[src/rtl/esc_serial_tx_scheduler.sv]
// esc_serial_tx_scheduler
//
// Buffers bytes from the USB RX byte stream in a small FIFO and schedules
// them onto the half-duplex ESC serial transmitter with a valid/ready
// handshake. The block owns the ESC line for the whole burst (plus an
// optional post-burst guard time), so pad OE gating and RX blanking stay
// steady between back-to-back bytes.
//
// Optional feature macro: ESC_TX_GUARD_EN
//   defined   : GUARD state and counter hold the line for GUARD_CYCLES
//               cycles after the last byte finishes.
//   undefined : the line is released the cycle after the TX goes idle.
//
// Parameters:
//   CLK_FREQ_HZ  system clock frequency
//   BAUD_RATE    ESC serial baud rate
//   FIFO_DEPTH   byte FIFO entries (power of two, >= 2)
//   GUARD_BITS   bit times the line stays owned after the last stop bit
//
// Ports:
//   clk        system clock
//   rst        synchronous active-high reset
//   enable     passthrough enable; low flushes the FIFO and forces IDLE
//   in_data    byte from the USB RX
//   in_valid   one-cycle write strobe (no backpressure)
//   out_data   FIFO head, offered to the ESC TX
//   out_valid  byte offered to the ESC TX
//   out_ready  ESC TX ready to accept
//   tx_active  ESC TX is shifting bits
//   line_own   block owns the line (pad OE gating)
//   rx_blank   suppress ESC RX forwarding (same as line_own)
//   overflow   sticky: a byte was dropped because the FIFO was full
//   level      current FIFO occupancy
module esc_serial_tx_scheduler #(
    parameter int CLK_FREQ_HZ = 72_000_000,
    parameter int BAUD_RATE   = 115200,
    parameter int FIFO_DEPTH  = 16,
    parameter int GUARD_BITS  = 2
) (
    input  logic                          clk,
    input  logic                          rst,
    input  logic                          enable,
    input  logic [7:0]                    in_data,
    input  logic                          in_valid,
    output logic [7:0]                    out_data,
    output logic                          out_valid,
    input  logic                          out_ready,
    input  logic                          tx_active,
    output logic                          line_own,
    output logic                          rx_blank,
    output logic                          overflow,
    output logic [$clog2(FIFO_DEPTH):0]   level
);

    localparam int AW = $clog2(FIFO_DEPTH);
    localparam logic [AW:0] FULL_LEVEL = (AW+1)'(FIFO_DEPTH);

`ifdef ESC_TX_GUARD_EN
    localparam int GUARD_CYCLES = (CLK_FREQ_HZ / BAUD_RATE) * GUARD_BITS;
    localparam int GW = (GUARD_CYCLES > 2) ? $clog2(GUARD_CYCLES) : 1;
    localparam logic [GW-1:0] GUARD_LOAD = GW'(GUARD_CYCLES - 1);

    typedef enum logic [1:0] {
        IDLE,
        SEND,
        WAIT_DONE,
        GUARD
    } state_t;

    logic [GW-1:0] guard_cnt;
`else
    typedef enum logic [1:0] {
        IDLE,
        SEND,
        WAIT_DONE
    } state_t;
`endif

    state_t state;

    logic [7:0]    mem [FIFO_DEPTH];
    logic [AW-1:0] wr_ptr;
    logic [AW-1:0] rd_ptr;
    logic [AW:0]   count;
    logic          full;
    logic          empty;
    logic          push;
    logic          pop;

    assign full      = (count == FULL_LEVEL);
    assign empty     = (count == '0);
    assign out_valid = (state == SEND);
    assign line_own  = (state != IDLE);
    assign rx_blank  = line_own;
    assign out_data  = mem[rd_ptr];
    assign level     = count;

    assign pop  = out_valid & out_ready;
    // A full FIFO still accepts a byte when the head leaves in the same cycle.
    assign push = in_valid & enable & (!full | pop);

    always_ff @(posedge clk) begin
        if (push) begin
            mem[wr_ptr] <= in_data;
        end
    end

    always_ff @(posedge clk) begin
        if (rst || !enable) begin
            wr_ptr   <= '0;
            rd_ptr   <= '0;
            count    <= '0;
            overflow <= 1'b0;
        end else begin
            if (push) begin
                wr_ptr <= wr_ptr + 1'b1;
            end
            if (pop) begin
                rd_ptr <= rd_ptr + 1'b1;
            end
            case ({push, pop})
                2'b10:   count <= count + 1'b1;
                2'b01:   count <= count - 1'b1;
                default: count <= count;
            endcase
            if (in_valid && full && !pop) begin
                overflow <= 1'b1;
            end
        end
    end

    always_ff @(posedge clk) begin
        if (rst || !enable) begin
            state <= IDLE;
`ifdef ESC_TX_GUARD_EN
            guard_cnt <= '0;
`endif
        end else begin
            case (state)
                IDLE: begin
                    if (!empty) begin
                        state <= SEND;
                    end
                end
                SEND: begin
                    if (out_ready) begin
                        state <= WAIT_DONE;
                    end
                end
                WAIT_DONE: begin
                    if (out_ready && !tx_active) begin
                        if (!empty) begin
                            state <= SEND;
                        end else begin
`ifdef ESC_TX_GUARD_EN
                            state     <= GUARD;
                            guard_cnt <= GUARD_LOAD;
`else
                            state <= IDLE;
`endif
                        end
                    end
                end
`ifdef ESC_TX_GUARD_EN
                GUARD: begin
                    // A new byte during the guard keeps ownership and resumes sending.
                    if (!empty) begin
                        state <= SEND;
                    end else if (guard_cnt == '0) begin
                        state <= IDLE;
                    end else begin
                        guard_cnt <= guard_cnt - 1'b1;
                    end
                end
`endif
                default: state <= IDLE;
            endcase
        end
    end

endmodule

[config.mk]
export PLATFORM = sky130hd
export DESIGN_NAME = esc_serial_tx_scheduler
export DESIGN_NICKNAME = d
export VERILOG_FILES = /design/src/rtl/esc_serial_tx_scheduler.sv
export SDC_FILE = /design/constraint.sdc
export NUM_CORES = 1
export LEC_CHECK = 0
export ABC_AREA = 1
export BUFFER_PORTS_ARGS = -buffer_cell sky130_fd_sc_hd__buf_2
export CAP_MARGIN = 20
export CELL_PAD_IN_SITES_DETAIL_PLACEMENT = 1
export CELL_PAD_IN_SITES_GLOBAL_PLACEMENT = 1
export CORE_ASPECT_RATIO = 1.5
export CORE_MARGIN = 2
export CORE_UTILIZATION = 49
export DETAILED_ROUTE_END_ITERATION = 7
export PLACE_DENSITY_LB_ADDON = 0.15
export SETUP_SLACK_MARGIN = 0.1
export SYNTH_ARGS = -nofsm -noshare
export SYNTH_HDL_FRONTEND = slang
export SYNTH_SLANG_ARGS = --single-unit
[constraint.sdc]
create_clock -name clk -period 1.97 [get_ports clk]
set_input_delay 0.197 -clock clk [delete_from_list [all_inputs] [get_ports clk]]
set_output_delay 0.197 -clock clk [all_outputs]
set_load 0.02 [all_outputs]
# Word level (Yosys, flattened, before mapping)
# Memories as Yosys holds them, arrays and structs flattened. A register that Yosys moved wholly into a read port is not among the register bits.
# Index checks and enable logic that the tools add are counted.
totals:
  regBits: 16
  romBits: 0
  in_bits: 14
  mem_count: 1
  ramBits: 128
  wordCells: 45
  latchBits: 0
  out_inout_bits: 17
memory_table:
  columns: ["memory", "depth", "word_bits", "read_ports", "rd_clocked_by_memory_dff", "wr", "line", "rtl"]
  rows:
  - ["mem", 16, 8, 1, 1, 1, "81", "logic [7:0] mem [FIFO_DEPTH];"]
classes:
  eq_ne: 8
  order_cmp: 0
  addsub: 4
  multipliers: 0
  n_mux: 10
  n_div: 0
  shift: 0
  n_reduce_logical: 13
  n_bitwise: 4
op_table:
  columns: ["operator", "count"]
  rows:
  - ["5-bit case mux with 2 select lines", 1]
  - ["4-bit by 1-bit adder with 4-bit output, second input constant", 2]
  - ["4-bit 2-to-1 mux", 2]
  - ["2-bit 2-to-1 mux", 3]
  - ["2-bit case mux with 3 select lines", 1]
  - ["5-bit by 1-bit adder with 5-bit output, second input constant", 1]
  - ["5-bit equality test, second input constant", 1]
  - ["5-bit logical NOT", 1]
  - ["5-bit by 1-bit subtractor with 5-bit output, second input constant", 1]
  - ["2-bit by 1-bit equality test with 1-bit output, second input constant", 2]
  - ["2-bit equality test, second input constant", 2]
  - ["1-bit logical NOT", 4]
  - ["2-bit inequality test, second input constant", 2]
  - ["2-bit nonzero test", 2]
  - ["1-bit bitwise AND", 3]
  - ["1-bit logical AND", 3]
  - ["1-bit 2-to-1 mux", 3]
  - ["3-bit AND reduction", 1]
  - ["2-bit logical NOT", 1]
  - ["2-bit by 1-bit inequality test with 1-bit output, second input constant", 1]
  - ["1-bit logical OR", 1]
  - ["1-bit bitwise OR", 1]

# Longest topological paths before layout
# Gate-level depths: netlist of the first run.
depth:
  depth_word: 6
  depth_mapped: 11
  ltp_nobuf: 11

# Worst setup path before layout of the first run
# OpenSTA, ideal clock, no wires.
synth_path:
  kind: "reg2reg"
  start: "register count[0] (netlist: level[0])"
  end: "memory mem[3][0], enable pin"
  n_path_buf: 0
  setup_time_ns: 0.370
  t_required_ns: 1.600
  setup_slack_ns: 0.124
  path_stages_with_launch: 9
  t_arrival_ns: 1.476
  synth_period_minus_slack_ns: 1.846
  cell_sequence: "dfxtp_1 > nor2_1 > nand3_1 > inv_1 > nand2_4 > nand2_4 > inv_8 > nand2_4 > nor2_1"
synth_between:
  elab_chain_len: 6
synth_rtl:
  columns: ["item", "line", "rtl"]
  rows:
  - ["start: declaration", "84", "logic [AW:0] count;"]
  - ["start signal: assignment", "122", "2'b10: count <= count + 1'b1;"]
  - ["start signal: assignment", "123", "2'b01: count <= count - 1'b1;"]
  - ["start signal: assignment", "124", "default: count <= count;"]
  - ["5-bit equality test", "90", "assign full = (count == FULL_LEVEL);"]
  - ["1-bit logical NOT", "100", "assign push = in_valid & enable & (!full | pop);"]
  - ["1-bit bitwise OR", "100", null]
  - ["1-bit bitwise AND", "100", null]
  - ["1-bit 2-to-1 mux", "103", "if (push) begin"]
  - ["1-bit 2-to-1 mux (implied by the code)", "104", "mem[wr_ptr] <= in_data;"]
  - ["end: declaration", "81", null]
# No other way between the ends.

==> results of run 1 <==
routing by layer:
metal | vias up | track usage, %
met5 | - | 0
li1 | 2064 | -
met3 | 28 | 5.94
met2 | 126 | 46.5
met1 | 2208 | 26.2
met4 | 0 | 11.4
area by class of cell:
cell class	instances	area share [%]
multi-input cells	300	22.6
clock inverters	8	1.08
repair buffers	64	7.43
diodes	1	0.0323
clock buffers	24	6.93
well taps	159	2.57
flip-flops and latches	148	54.9
inverters	88	4.41
registers in the layout (all words and copies together) (netlist names), named ones only:
signal    count
overflow      1
wr_ptr        4
level         5
mem         128
state         2
rd_ptr        4
timing repair:
item                       in CTS  in global routing
cloned                          2                  1
setup endpoints to repair      14                 98
setup buffers                   3                  0
resized for setup              47                  7
pin swaps                      14                  2
worst register-to-register path, cell delays in order (launching register included):
cell	delay, ps
dfxtp_2	400
nor2_1	90
nand3_1	140
inv_1	100
nand2_4	80
nand2_4	80
inv_8	100
nand2_4	60
nor2_1	220
buf_4	210
worst max path at each step:
stage	slack [ps]	cells after the start	from	end
floorplan	120	8	level[0]$_SDFFE_PP0P_	mem[3][0]$_DFFE_PP_
global placement	220	9	level[0]$_SDFFE_PP0P_	mem[14][1]$_DFFE_PP_
detailed placement	70	9	state[1]$_SDFFE_PP0P_	level[3]$_SDFFE_PP0P_
CTS	-6	7	register	out_data[7]
global route	-90	8	register	out_data[6]
finish	-40	8	register	out_data[1]
cell families after synthesis:
family	Yosys count
flops	148
compound gates	118
fa+ha+maj	9
xor+xnor	3
simple gates	170
buf+inv	115
power breakdown:
part / total [uW] / internal [uW] / switching, uW
registers: 3430 / 3420 / 15.4
clock network: 3340 / 2050 / 1280
logic: 293 / 94.1 / 199
metrics by stage:
step,setup slack [ps],TNS [ps],util [%],hold slack (ps),cells
global placement,224,0,53.1,459,753
CTS,-5.53,-11.1,59.7,40.1,790
finish,-45.0,-56.3,60.1,50.8,792
detailed placement,68.1,0,53.1,467,753
global route,-88.4,-574,60.1,74.8,792
floorplan,124,0,-,296,563
Yosys cell counts (all sizes together):
library cell / instances
a21boi: 1
a21oi: 42
a31oi: 1
buf: 23
clkbuf: 4
dfxtp: 20
edfxtp: 128
fa: 1
ha: 8
inv: 88
nand2: 69
nand3: 62
nand4: 2
nor2: 36
nor3: 1
o211ai: 33
o21ai: 41
xor2: 3
==> impl_results.md, run 1 <==
- Outcome: finished, violations left
- Failing checks: setup timing
- Clock skew: 8.70 ps
- Design Area, Final: 7740 um2
- Syn avg cell area: 11.4 um2
- Period minus WS final: 2010 ps
- Final wirelength: 16900 um
- Die area: 14100 um2
- DRT antenna net count: 0
- Seq/Total Area, Yosys: 66.1%
- FF-to-FF setup slack: 200 ps
- DIE HEIGHT: 144 um
- Critical Path AT: 1820 ps
- Clk_lat worst skew: 420 ps
- Hold/Removal Path Class: primary input to register
- Delay-heaviest family, CP: flip-flops
- Drt via density: 5.59
- CTS max path bufs: 2
- Synth Area in XOR/XNOR: 0.409%
- I/O Buffers: 30
- Critical path class: register to output port
- Detailed Route Iter0 Violations: 260
- CTS root buffer: clkbuf_16
- Die X: 97.5 um
- Post-synth net total: 586
- Largest family of logic cells by synthesized area: simple AND/OR/NAND/NOR gates
- Mux cell area share after synthesis: 0%
- First-pass GRT wire length: 26000 um
- YS warnings: 0
- Filler cells: 1311
- Area of the multi-input gates: 1750 um2
- Pins Over Slew Limit: 0
- Clock transition at the registers of the reported paths: 60 ps
- Detail Route met2 WL: 9470 um
- CTS Hold Buffers Added: 0
- H-tree depth: 4
- Simple-gate share of the synthesized area: 12.6%
- Yosys reg bits: 148
- Crit. End Element: output port
- Synth Area in Compound Gates: 11.3%
- RSZ-0062 raised after global routing: true
- Synth Area in Adders: 1.87%
- Initial Util: 49.8%
- Reg-to-reg endpoint: mem[8][6]$_DFFE_PP_
- WL/cell: 21.3 um
- I/O pin count: 31
- TritonRoute pass-1 iters: 4
- Total power: 7060 uW
- TritonCTS buffer count: 17
- Leakage: 0.00294 uW
- Largest net degree at the start of global routing: 36
- Most frequent cells in the layout: 128 x edfxtp_1, 83 x inv_1, 55 x nand3_1
- Worst-margin pin slew: 421 ps
- Synth Instances: 563
- Rel. slew slack: 71.8%
- Layout area overhead: 20.6%
- Cell Chain, Critical Path: buf_6 > buf_8 > nand2_2 > o211ai_1 > nand3_1 > nand3_2 > nand2_2 > buf_6
- Crit-path slowest cell: dfxtp_4
- Commonest non-fill, non-tap cell in the layout: edfxtp_1
- Total gr overflow: 0
- Required @ worst endpoint: 1770 ps
- Area leader, netlist: edfxtp_1
- Area contributors post-synth: edfxtp_1 60%, dfxtp_1 6.2%, inv_1 5.0%
- WL met1: 6240 um
- Worst setup margin: -45.0 ps
- Netlist cell types: 30
- Nets: 642
- Worst Path Buf+Inv: 3
- Hold depth: 3
- Register area: 4260 um2
- Post-Syn Area: 6420 um2
- Area share of the leading cell type in the synthesized netlist: 59.9%
- Highest metal used: met4
- Origin of the critical flop-to-flop path: level[0]$_SDFFE_PP0P_
- CP Max Fanout: 8
- Site Rows: 51
- Min-delay src: in_valid
- MaxCap Viol Count: 0
- Vias in the first global route: 4821
- Power per cell area: 912 nW/um2
- Slowest stage delay, CP: 480 ps
- Vias: 4426
- # setup viols final: 2
- DP HPWL: 10400 um
- Placed cell area: 6850 um2
- Met3 routed WL: 715 um
- Hold Path End: overflow$_SDFFE_PP0P_
- Crit start category: register
- Core outline area: 12900 um2
- Final Hold Fails: 0
- # DRC: 0
- TritonCTS clock tree: done
- Initial antenna violation count: 1
- Share of cells above drive strength 1: 22.5%
- Fmax: 0.496 GHz
- CTS Sinks: 148
- Peak supply drop: 0.520 mV
- Gpl congestion: 0.779
- GR Util All Layers: 24.8%
- Tcrit/Tclk final: 102%
- R2r worst-path depth: 9
(Power assumes the default switching activity.)
==> inputs of run 2 (changes only) <==
- CAP_MARGIN: 20 -> not set
- PLACE_DENSITY_LB_ADDON: 0.15 -> 0.2
==> impl_results.md, run 2 (same netlist as run 1, synthesis figures left out) <==
- Drt via density: 5.71
- Layout area overhead: 24.7%
- Failing checks: setup timing
- Design Area, Final: 8000 um2
- TritonRoute pass-1 iters: 4
- Die area: 14100 um2
- TritonCTS clock tree: done
- Critical path class: register to output port
- Critical Path AT: 1830 ps
- Site Rows: 51
- Die X: 97.5 um
- Detailed Route Iter0 Violations: 228
- Number of diodes: 0
- MaxCap Viol Count: 0
- Final TNS setup: -232 ps
- TritonCTS buffer count: 17
- Worst setup margin: -61.4 ps
- Placed cell area: 6850 um2
- Fmax: 0.492 GHz
- Worst-margin pin slew: 431 ps
- WL/cell: 22.4 um
- First-pass GRT wire length: 26700 um
- CTS Sinks: 148
- Filler cells: 1300
- Most frequent cells in the layout: 128 x edfxtp_1, 83 x inv_1, 53 x nand2_1
- Rel. slew slack: 71.2%
- Gpl congestion: 0.791
- Hold depth: 3
- Final Hold Fails: 0
- WHS: 75.5 ps
- Crit start category: register
- CP Max Fanout: 7
- Leakage: 0.00303 uW
- # DRC: 0
- R2r worst-path depth: 9
- I/O pin count: 31
- Clock transition at the registers of the reported paths: 60 ps
- Pins Over Slew Limit: 0
- # setup viols final: 6
- Core outline area: 12900 um2
- Max reg flops: 128
- Vias in the first global route: 4886
- Reg with most FFs: mem
- CTS max path bufs: 2
- Outcome: finished, violations left
- H-tree depth: 4
- RSZ-0062 raised after global routing: true
- Required @ worst endpoint: 1770 ps
- Share of cells above drive strength 1: 27.2%
- Initial Util: 49.8%
- Register area: 4260 um2
- GR Util All Layers: 25.2%
- Hold/Removal Path Class: primary input to register
- Setup WS pre-CTS: 7.08 ps
- Initial antenna violation count: 0
- Area of the multi-input gates: 1880 um2
- DRT antenna net count: 0
- Crit. End Element: output port
- Power per cell area: 887 nW/um2
- Final wirelength: 17800 um
- CTS Hold Buffers Added: 0
- Commonest non-fill, non-tap cell in the layout: edfxtp_1
- Peak supply drop: 0.612 mV
- I/O Buffers: 30
- Nets: 646
- Period minus WS final: 2030 ps
- Final Core Density: 62.1%
- Tcrit/Tclk final: 103%
- Total gr overflow: 0
- DP HPWL: 10400 um
- CTS root buffer: clkbuf_16
- Clk_lat worst skew: 420 ps
- Largest net degree at the start of global routing: 33
- DIE HEIGHT: 144 um
- Clock skew: 11.3 ps
- Vias: 4537
==> run 2: final timing paths <==
check                                to                   from  slack, ps
setup reg to reg    mem[4][7]$_DFFE_PP_  level[0]$_SDFFE_PP0P_        170
hold / removal    overflow$_SDFFE_PP0P_               in_valid         80
hold reg to reg   overflow$_SDFFE_PP0P_  overflow$_SDFFE_PP0P_        500
setup / recovery            out_data[5]               register        -60
==> run 2: worst max-delay path: stages, from the launching register on <==
cell and delay, ps:
dfxtp_4 420, buf_12 180, clkbuf_16 160, nand2_4 50, o211ai_1 90, nand3_1 160
nand3_2 100, nand2_2 100, buf_6 150
==> run 2: cell type report <==
class | count | area share (%)
clock buffers | 24 | 6.83
clock inverters | 8 | 1.03
inverters | 88 | 4.27
multi-input cells | 300 | 23.5
flip-flops and latches | 148 | 53.2
well taps | 159 | 2.49
repair buffers | 68 | 8.74
==> run 2: layer usage <==
layer  part of all wire, %  wire length (um)  track usage [%]
met1                    37              6650             27.3
met2                    55              9850             46.6
met3                   3.9               700             5.22
met4                   3.2               567             12.6
met5                     0                 0                0
==> run 2: what timing repair did <==
| item | CTS | global route |
|---|---|---|
| pin swaps | 7 | 32 |
| gates resized for setup | 42 | 65 |
| gates cloned | 3 | 4 |
| setup endpoints to repair | 16 | 74 |
| setup buffers | 3 | 3 |
==> run 2: power breakdown <==
part	internal (uW)	switching, uW
Combinational	108	209
Sequential	3420	15.3
Clock	2080	1260
==> run 2: through the flow <==
stage | cells | power [uW]
final | 795 | 7100
after global routing | 795 | 7290
after CTS | 789 | 7110
after detailed placement | 751 | 3770
after global placement | 751 | 3750
after floorplan | 563 | 3650
==> inputs of run 3 (changes only) <==
==> constraint.sdc (replaced) <==
create_clock -name clk -period 1.97 [get_ports clk]
set_input_delay 0.394 -clock clk [delete_from_list [all_inputs] [get_ports clk]]
set_output_delay 0.394 -clock clk [all_outputs]
set_load 0.02 [all_outputs]
==> impl_results.md, run 3 (same netlist as run 1, synthesis figures left out) <==
- Share of cells above drive strength 1: 28.5%
- Detail Route met2 WL: 10600 um
- Gpl congestion: 0.788
- Most used cell, CP: nand3_1
- Delay-heaviest family, CP: buffers and inverters
- TritonRoute pass-1 iters: 5
- Met3 routed WL: 725 um
- Pins Over Slew Limit: 0
- Critical path class: register to output port
- Max reg flops: 128
- MaxCap Viol Count: 0
- DIE HEIGHT: 144 um
- Detailed Route Iter0 Violations: 307
- Highest metal used: met4
- CTS root buffer: clkbuf_16
- Commonest non-fill, non-tap cell in the layout: edfxtp_1
- Number of diodes: 0
- WHS: 234 ps
- WL met1: 6800 um
- CP Max Fanout: 10
- Crit start category: register
- Slowest stage delay, CP: 400 ps
- Register area: 4250 um2
- Final Core Density: 63.2%
- Site Rows: 51
- Vias: 4645
- Layout area overhead: 26.9%
- Leakage: 0.00305 uW
- Origin of the critical flop-to-flop path: state[0]$_SDFFE_PP0P_
- Die area: 14100 um2
- Clock skew: 11.9 ps
- Filler cells: 1302
- CTS Sinks: 148
- Clock transition at the registers of the reported paths: 60 ps
- Drt via density: 5.77
- TritonCTS clock tree: done
- # setup viols final: 8
- Critical Path AT: 1870 ps
- Vias in the first global route: 4861
- Crit-path slowest cell: dfxtp_4
- Required @ worst endpoint: 1580 ps
- Total power: 6950 uW
- Outcome: finished, violations left
- Most frequent cells in the layout: 128 x edfxtp_1, 83 x inv_1, 55 x nand2_1
- Hold/Removal Path Class: primary input to register
- Fmax: 0.441 GHz
- Tcrit/Tclk final: 115%
- GR Util All Layers: 25.6%
- Min-delay src: in_valid
- # DRC: 0
- Initial antenna violation count: 0
- Cell Chain, Critical Path: buf_12 > clkbuf_16 > o211ai_1 > nand3_1 > nand3_1 > nand2_1 > buf_6
- Worst setup margin: -298 ps
- Power per cell area: 852 nW/um2
- Worst Path Buf+Inv: 3
- Peak supply drop: 0.715 mV
- CTS max path bufs: 2
- H-tree depth: 4
- DP HPWL: 10900 um
- Core outline area: 12900 um2
- Initial Util: 49.8%
- Total gr overflow: 0
- Reg with most FFs: mem
- CTS Hold Buffers Added: 0
- I/O pin count: 31
- Die X: 97.5 um
- Clk_lat worst skew: 430 ps
- Nets: 656
- First-pass GRT wire length: 26400 um
- RSZ-0062 raised after global routing: true
- TritonCTS buffer count: 17
- Non-filler instance count after layout: 805
- Rel. slew slack: 72.6%
- Placed cells: 750
- Worst-margin pin slew: 410 ps
- Largest net degree at the start of global routing: 42
- Crit. End Element: output port
- WL/cell: 23.7 um
- I/O Buffers: 30
- Final Hold Fails: 0
- Failing checks: setup timing
- Period minus WS final: 2270 ps
- DRT antenna net count: 0
- Final wirelength: 19000 um
- Area of the multi-input gates: 1900 um2
==> run 3: cell types whose count changed in the layout (fill, tap and decap cells not counted), sizes merged <==
cell,before,now
buf,65,72
clkbuf,27,25
clkinv,5,4
bufinv,1,2
bufbuf,0,1
clkinvlp,1,5
==> run 3: layout make-up <==
| type | count | area share, % |
|---|---|---|
| Tap cell | 159 | 2.44 |
| Clock inverter | 12 | 1.60 |
| Inverter | 88 | 4.19 |
| Multi-Input combinational cell | 300 | 23.4 |
| Clock buffer | 20 | 5.48 |
| Sequential cell | 148 | 52.2 |
| Timing Repair Buffer | 78 | 10.7 |
==> run 3: worst reg2reg max path: cells and delay by family, from the launching register on <==
kind,cells,cell delay [ps]
and+or+nand+nor,6,630
buffers and inverters,4,510
DFF,1,340
==> run 3: report_power, final <==
part	leakage, uW	internal (uW)	switching (uW)
clock	0.000270	1890	1280
combinational	0.00146	122	215
sequential	0.00132	3420	16.5
==> run 3: through the flow <==
stage	TNS, ps	cell area (um2)	worst slack (ps)
floorplan	0	6420	124
global placement	0	6870	90.8
detailed placement	0	6870	37.0
CTS	-1490	7700	-215
global route	-2480	8150	-364
finish	-2060	8150	-298
==> run 3: layer usage <==
metal / vias to the layer above / track usage [%]
li1: 2094 / -
met1: 2306 / 25.6
met2: 172 / 50.1
met3: 73 / 4.25
met4: 0 / 13.5
met5: - / 0
==> run 3: timing repair <==
| item | 4_1_cts | 5_1_grt |
|---|---|---|
| gates resized for setup | 39 | 72 |
| buffers inserted | 8 | 5 |
| gates cloned | 2 | 8 |
| setup endpoints to repair | 16 | 68 |
| pin swaps | 8 | 34 |
==> run 3: path summary, 6_finish.rpt <==
path | to | slack, ps | depth (start not counted)
min | overflow$_SDFFE_PP0P_ | 230 | 3
max reg2reg | mem[9][0]$_DFFE_PP_ | 170 | 10
max | out_data[2] | -300 | 7
min reg2reg | overflow$_SDFFE_PP0P_ | 480 | 2
